### src/rtl/hex_display_pkg.sv
// Shared constants for the hex display scanner.
// Blank pattern, low-active glyph table and counter width helper.
package hex_display_pkg;

  localparam logic [6:0] SEG_BLANK = 7'h7F;

  // Index d holds the low-active {g,f,e,d,c,b,a} glyph for hex digit d.
  localparam logic [15:0][6:0] GLYPH = {
    7'h0E, 7'h06, 7'h21, 7'h46,
    7'h03, 7'h08, 7'h10, 7'h00,
    7'h78, 7'h02, 7'h12, 7'h19,
    7'h30, 7'h24, 7'h79, 7'h40
  };

  function automatic int cnt_w(input int range);
    return (range < 2) ? 1 : $clog2(range);
  endfunction

endpackage

### src/rtl/hex_display_scan_seg7_decode.sv
// Hex digit to low-active 7-segment glyph lookup.
// Ports: digit (4-bit hex in), seg (7-bit {g..a} low-active out).
module seg7_decode
  import hex_display_pkg::*;
(
  input  logic [3:0] digit,
  output logic [6:0] seg
);

  assign seg = GLYPH[digit];

endmodule

### src/rtl/hex_display_scan.sv
// Time-multiplexed N-digit 7-segment scanner with blanking, LZS, blink.
// Ports: clk, rst_n, value, blink_mask, lzs_en, load -> seg, dig_sel, frame_done.
module hex_display_scan
  import hex_display_pkg::*;
#(
  parameter int N_DIGITS     = 4,
  parameter int CLK_DIV      = 50000,
  parameter int BLANK_CYC    = 500,
  parameter int BLINK_FRAMES = 128
) (
  input  logic                  clk,
  input  logic                  rst_n,
  input  logic [4*N_DIGITS-1:0] value,
  input  logic [N_DIGITS-1:0]   blink_mask,
  input  logic                  lzs_en,
  input  logic                  load,
  output logic [6:0]            seg,
  output logic [N_DIGITS-1:0]   dig_sel,
  output logic                  frame_done
);

  localparam int SW = cnt_w(CLK_DIV);
  localparam int IW = cnt_w(N_DIGITS);
  localparam int FW = cnt_w(BLINK_FRAMES);
  localparam int VW = 4 * N_DIGITS;

  localparam logic [SW-1:0] SLOT_LAST = SW'(CLK_DIV - 1);
  localparam logic [IW-1:0] IDX_LAST  = IW'(N_DIGITS - 1);
  localparam logic [FW-1:0] BF_LAST   = FW'(BLINK_FRAMES - 1);

  logic [SW-1:0]       slot_cnt;
  logic [IW-1:0]       idx;
  logic [FW-1:0]       bf_cnt;
  logic                blink_off;

  logic [VW-1:0]       act_val;
  logic [N_DIGITS-1:0] act_mask;
  logic                act_lzs;
  logic [VW-1:0]       pend_val;
  logic [N_DIGITS-1:0] pend_mask;
  logic                pend_lzs;
  logic                pend_valid;

  logic                slot_end;
  logic                frame_end;
  logic                ghost;
  logic                zero_run;
  logic [N_DIGITS-1:0] lzs_blank;
  logic [N_DIGITS-1:0] sel_n;
  logic [3:0]          cur_digit;
  logic                cur_blink;
  logic                cur_lzs;
  logic [6:0]          glyph;

  assign slot_end  = (slot_cnt == SLOT_LAST);
  assign frame_end = slot_end && (idx == IDX_LAST);

  always_ff @(posedge clk or negedge rst_n) begin
    if (!rst_n) begin
      slot_cnt <= '0;
      idx      <= '0;
    end else if (slot_end) begin
      slot_cnt <= '0;
      idx      <= (idx == IDX_LAST) ? '0 : idx + IW'(1);
    end else begin
      slot_cnt <= slot_cnt + SW'(1);
    end
  end

  always_ff @(posedge clk or negedge rst_n) begin
    if (!rst_n) begin
      bf_cnt    <= '0;
      blink_off <= 1'b0;
    end else if (frame_end) begin
      if (bf_cnt == BF_LAST) begin
        bf_cnt    <= '0;
        blink_off <= ~blink_off;
      end else begin
        bf_cnt <= bf_cnt + FW'(1);
      end
    end
  end

  // Active set only changes on a frame boundary so a frame never
  // mixes digits from two loads; a load on the boundary bypasses
  // the shadow copy.
  always_ff @(posedge clk or negedge rst_n) begin
    if (!rst_n) begin
      act_val    <= '0;
      act_mask   <= '0;
      act_lzs    <= 1'b0;
      pend_val   <= '0;
      pend_mask  <= '0;
      pend_lzs   <= 1'b0;
      pend_valid <= 1'b0;
    end else if (load) begin
      if (frame_end) begin
        act_val    <= value;
        act_mask   <= blink_mask;
        act_lzs    <= lzs_en;
        pend_valid <= 1'b0;
      end else begin
        pend_val   <= value;
        pend_mask  <= blink_mask;
        pend_lzs   <= lzs_en;
        pend_valid <= 1'b1;
      end
    end else if (frame_end && pend_valid) begin
      act_val    <= pend_val;
      act_mask   <= pend_mask;
      act_lzs    <= pend_lzs;
      pend_valid <= 1'b0;
    end
  end

  // Walk down from the top digit; digit 0 is never suppressed.
  always_comb begin
    zero_run  = 1'b1;
    lzs_blank = '0;
    for (int k = N_DIGITS - 1; k >= 1; k--) begin
      zero_run     = zero_run && (act_val[4*k +: 4] == 4'h0);
      lzs_blank[k] = act_lzs && zero_run;
    end
  end

  always_comb begin
    cur_digit = 4'h0;
    cur_blink = 1'b0;
    cur_lzs   = 1'b0;
    sel_n     = '1;
    for (int k = 0; k < N_DIGITS; k++) begin
      if (idx == IW'(k)) begin
        cur_digit = act_val[4*k +: 4];
        cur_blink = act_mask[k];
        cur_lzs   = lzs_blank[k];
        sel_n[k]  = 1'b0;
      end
    end
  end

  seg7_decode u_dec (
    .digit(cur_digit),
    .seg  (glyph)
  );

  if (BLANK_CYC > 0) begin : g_ghost
    localparam logic [SW-1:0] BLANK_END = SW'(BLANK_CYC);
    assign ghost = (slot_cnt < BLANK_END);
  end else begin : g_no_ghost
    assign ghost = 1'b0;
  end

  always_ff @(posedge clk or negedge rst_n) begin
    if (!rst_n) begin
      seg        <= SEG_BLANK;
      dig_sel    <= '1;
      frame_done <= 1'b0;
    end else begin
      frame_done <= frame_end;
      if (ghost) begin
        seg     <= SEG_BLANK;
        dig_sel <= '1;
      end else begin
        dig_sel <= sel_n;
        seg     <= (cur_lzs || (blink_off && cur_blink)) ? SEG_BLANK : glyph;
      end
    end
  end

endmodule

### config.mk
export PLATFORM = sky130hd
export DESIGN_NAME = hex_display_scan
export DESIGN_NICKNAME = d
export VERILOG_FILES = /design/src/rtl/hex_display_pkg.sv /design/src/rtl/hex_display_scan_seg7_decode.sv /design/src/rtl/hex_display_scan.sv
export SDC_FILE = /design/constraint.sdc
export NUM_CORES = 1
export LEC_CHECK = 0
export ABC_AREA = 1
export CAP_MARGIN = 20
export CORE_UTILIZATION = 50
export DETAILED_ROUTE_END_ITERATION = 7
export PLACE_DENSITY = 0.85
export REMOVE_ABC_BUFFERS = 1
export SLEW_MARGIN = 30
export SYNTH_ARGS = -nofsm -noshare
export SYNTH_HDL_FRONTEND = slang
export SYNTH_SLANG_ARGS = --single-unit
### constraint.sdc
create_clock -name clk -period 2.05 [get_ports clk]
set_input_delay 0.205 -clock clk [delete_from_list [all_inputs] [get_ports clk]]
set_output_delay 0.205 -clock clk [all_outputs]
set_load 0.01 [all_outputs]
==> impl_results.md <==
* Status: finished, final reports clean
* Total GRT Usage at 20.9%
* Hold Vio Cnt, Final at 0
* Yosys warns at 0
* Worst Hold Depth at 3
* CP Launch Type: flip-flop
* R2R depth at 10
* Setup CP Type: reg -> reg
* RSZ-0062 raised after global routing: true
* Clock latency at the later pin of the worst-skew pair at ~360 ps
* Drt pass-1 iters at 5
* Gate count of the mapped netlist at 544
* Setup violators final at 0
* Hold wc startpoint: value[7]
* Hold Crit Class: in -> reg
* RR Startpoint: idx[0]
* Final Cycle Share at 95.0%
* Num ports at 36
* Post-CTS Setup Inserts at 0
* Site Rows at 33
* Clk slew on worst S/H paths at ~80 ps
* Fin crit period at 1950 ps
* TritonCTS clock tree: yes
* Fin nets at 620
* Initial antenna violation count at 0
* Num CTS Buffers at 9
* Die Ht at 93.7 microns
* Leakage power at 2.50 nW
* Initial Utilization at 51.4%
* Synth Register Bits at 81
* Worst-path cell chain: inv_1 > ha_4 > a21oi_1 > nand2_1 > a21oi_2 > buf_4 > ha_1 > nand2_1 > nand3_1 > nand3_1
* Worst R2R Setup Slack at 100 ps
* Max clock buf depth at 2
* Crit end category: flip-flop
* Chip width at 93.7 microns
* Worst path slowest cell: dfrtp_1
* Crit. path cell count at 10
* Hold slack at 415 ps
* Root Driver: clkbuf_8
* CP max FO at 10
* Die ar. at 0.00878 sq mm
* Relative slew slack at 55.5%
* Post-DP Area at 0.00466 sq mm
* Final wirelength at 8360 microns
* Largest family of logic cells by synthesized area: simple AND/OR/NAND/NOR gates
* Post-route ant nets at 0
* Compound-cell area share of the yosys netlist at 8.63%
* Mapped Area at roughly 0.0042 sq mm
* Synth Area in XOR/XNOR at 2.71%
* Crit-path leading delay family: adder cells
* Mux cell area share after synthesis at 0%
* Final design area excluding fillers at 0.00492 sq mm
* Global-route wire length before repair at 14300 microns
* Drt drc at 0
* Worst Hold Path EP: pend_val[7]
* Detailed Route Iter0 Violations at 193
* Ant. Diodes at 0
* WP buf/inv at 2
* DR vias/cell at 5.04
* Total number of vias at about 3.5k
* Sink Count at 81
* Crit path DAT at around 2200 ps
* Max stage delay on crit path at roughly 420 ps
* Fmax at 514 MHz
* Max-slew violations at 0
* Maximum vdd drop at 0.000338 V
* DP HPWL at just under 6000 microns
* Placer congestion estimate at 0.937
* Area grow syn2layout at 17.0%
* Mean routed wirelength per cell at 12.1 microns
* Pwr Density at 640 mW/mm^2
* MaxCap Viol Count at 0
* Post-Synth Adder-Cell Area at 3.57%
* Synth Area in Simple Gates at 27.7%
* Largest net degree at the start of global routing at 53
* Core Area at between 0.008 and 0.009 sq mm
* H-tree depth at 3
* RR Endpoint: seg[3]
* Share of layout cells above drive strength 1 at about a tenth
* Synth cell types at 30
* CP required at 2340 ps
* Setup Skew at 12.0 ps
* Sequential area share after synthesis at 48.5%
* Syn_area_per_cell at 7.73 sq um
* Worst slew pin tran at 667 ps
* GRT Residual Overflow at 0
* PortBufs at 35
* Vias in the first global route at 3375
-- cells in the mapped netlist --
cell type,n,area (sq um)
buf_6,4,45.0
o21ai_1,3,15.0
nand2_2,4,25.0
o21ai_2,1,8.76
nor3_1,4,20.0
nand3_4,1,17.5
inv_2,4,15.0
nand3_1,36,180
a21oi_4,1,16.3
a21oi_1,12,60.1
clkbuf_1,4,15.0
nand4_1,3,18.8
nand2_1,199,747
inv_1,66,248
dfrtp_1,70,1750
buf_2,3,15.0
buf_4,4,30.0
a21boi_1,1,7.51
xnor2_1,2,17.5
nor2_1,31,116
ha_1,12,150
a21oi_2,1,8.76
xor2_1,11,96.3
clkinv_1,1,3.75
nor4_1,1,6.26
a31oi_1,1,6.26
dfstp_2,11,289
nand3_2,1,10.0
nor2_2,4,25.0
o21ai_0,48,240
-- layout by cell type, fill, tap and decap left out, drive strengths merged, types with 9 or more instances in the layout --
cell type,count
nand3,38
a21oi,14
dfrtp,70
buf,9
nand2,203
clkbuf,10
inv,70
clkdlybuf4s50,34
ha,12
xor2,11
nor2,35
dfstp,11
o21ai,52
-- worst min-delay path, cell delays in order --
cell and delay [ps]:
clkdlybuf4s50_1 390, inv_1 60, o21ai_1 70
-- worst max path at each step --
| stage | slack, ps | to | from |
|---|---|---|---|
| 3_5_place_dp | 80 | seg[3] | idx[0] |
| 6_report | 100 | seg[3] | idx[0] |
| 2_1_floorplan | 150 | seg[3] | idx[0] |
| 3_3_place_gp | 190 | seg[3] | idx[0] |
| 5_1_grt | -40 | seg[3] | idx[0] |
| 4_1_cts | 50 | seg[3] | idx[0] |
-- state kept, by name, indices dropped and copies added, names as in the netlist, 2 cells and up --
signal     count
act_val       16
pend_val      16
slot_cnt      16
bf_cnt         7
seg            7
act_mask       4
dig_sel        4
pend_mask      4
idx            2
-- repair_timing --
action | 4_1_cts | 5_1_grt
endpoints found under the setup margin | 0 | 7
resized for setup | 0 | 9
hold buffers | 1 | 0
hold endpoints to repair | 50 | 0
-- per-stage QoR --
step	TNS [ps]	power (mW)	worst slack [ps]	std cells	util [%]
after global routing	-156	3.31	-39.1	692	60.2
after global placement	0	1.96	188	677	57.1
after CTS	0	3.18	52.0	692	59.6
after detailed placement	0	1.97	77.1	677	57.1
after floorplan	0	1.85	146	529	-
final	0	3.15	103	692	60.2
-- logic make-up (layout without fill, tap and decap cells) --
kind of cell,count (synthesis),in the layout
AOI/OAI and AO/OA,68,68
xor gates and xnor gates,13,13
adders and majority gates,12,12
buffers and inverters,86,129
DFF,81,81
and+or+nand+nor,284,284
-- area by class of cell --
class                           instances  area [sq um]
Clock buffer                           10           128
Clock inverter                          4          70.1
Fill cell                             712          3250
Inverter                               71           267
Multi-Input combinational cell        377          1840
Sequential cell                        81          2040
Tap cell                              105           131
Timing Repair Buffer                   44           443
-- where the power goes --
part	internal (mW)	leakage, nW	switching [mW]
clock network	0.669	0.102	0.537
registers	1.66	1.01	0.0350
logic	0.110	1.38	0.144
total	2.43	2.50	0.716
-- per-layer routing --
layer | GRT usage, % | vias to the layer above | part of all wire [%]
li1 | - | 1767 | -
met1 | 26.7 | 1587 | 44
met2 | 33.2 | 107 | 48
met3 | 4.05 | 25 | 5.0
met4 | 12.2 | 0 | 2.9
met5 | 0 | - | 0
Note: power is estimated with default switching activity, not from simulation.
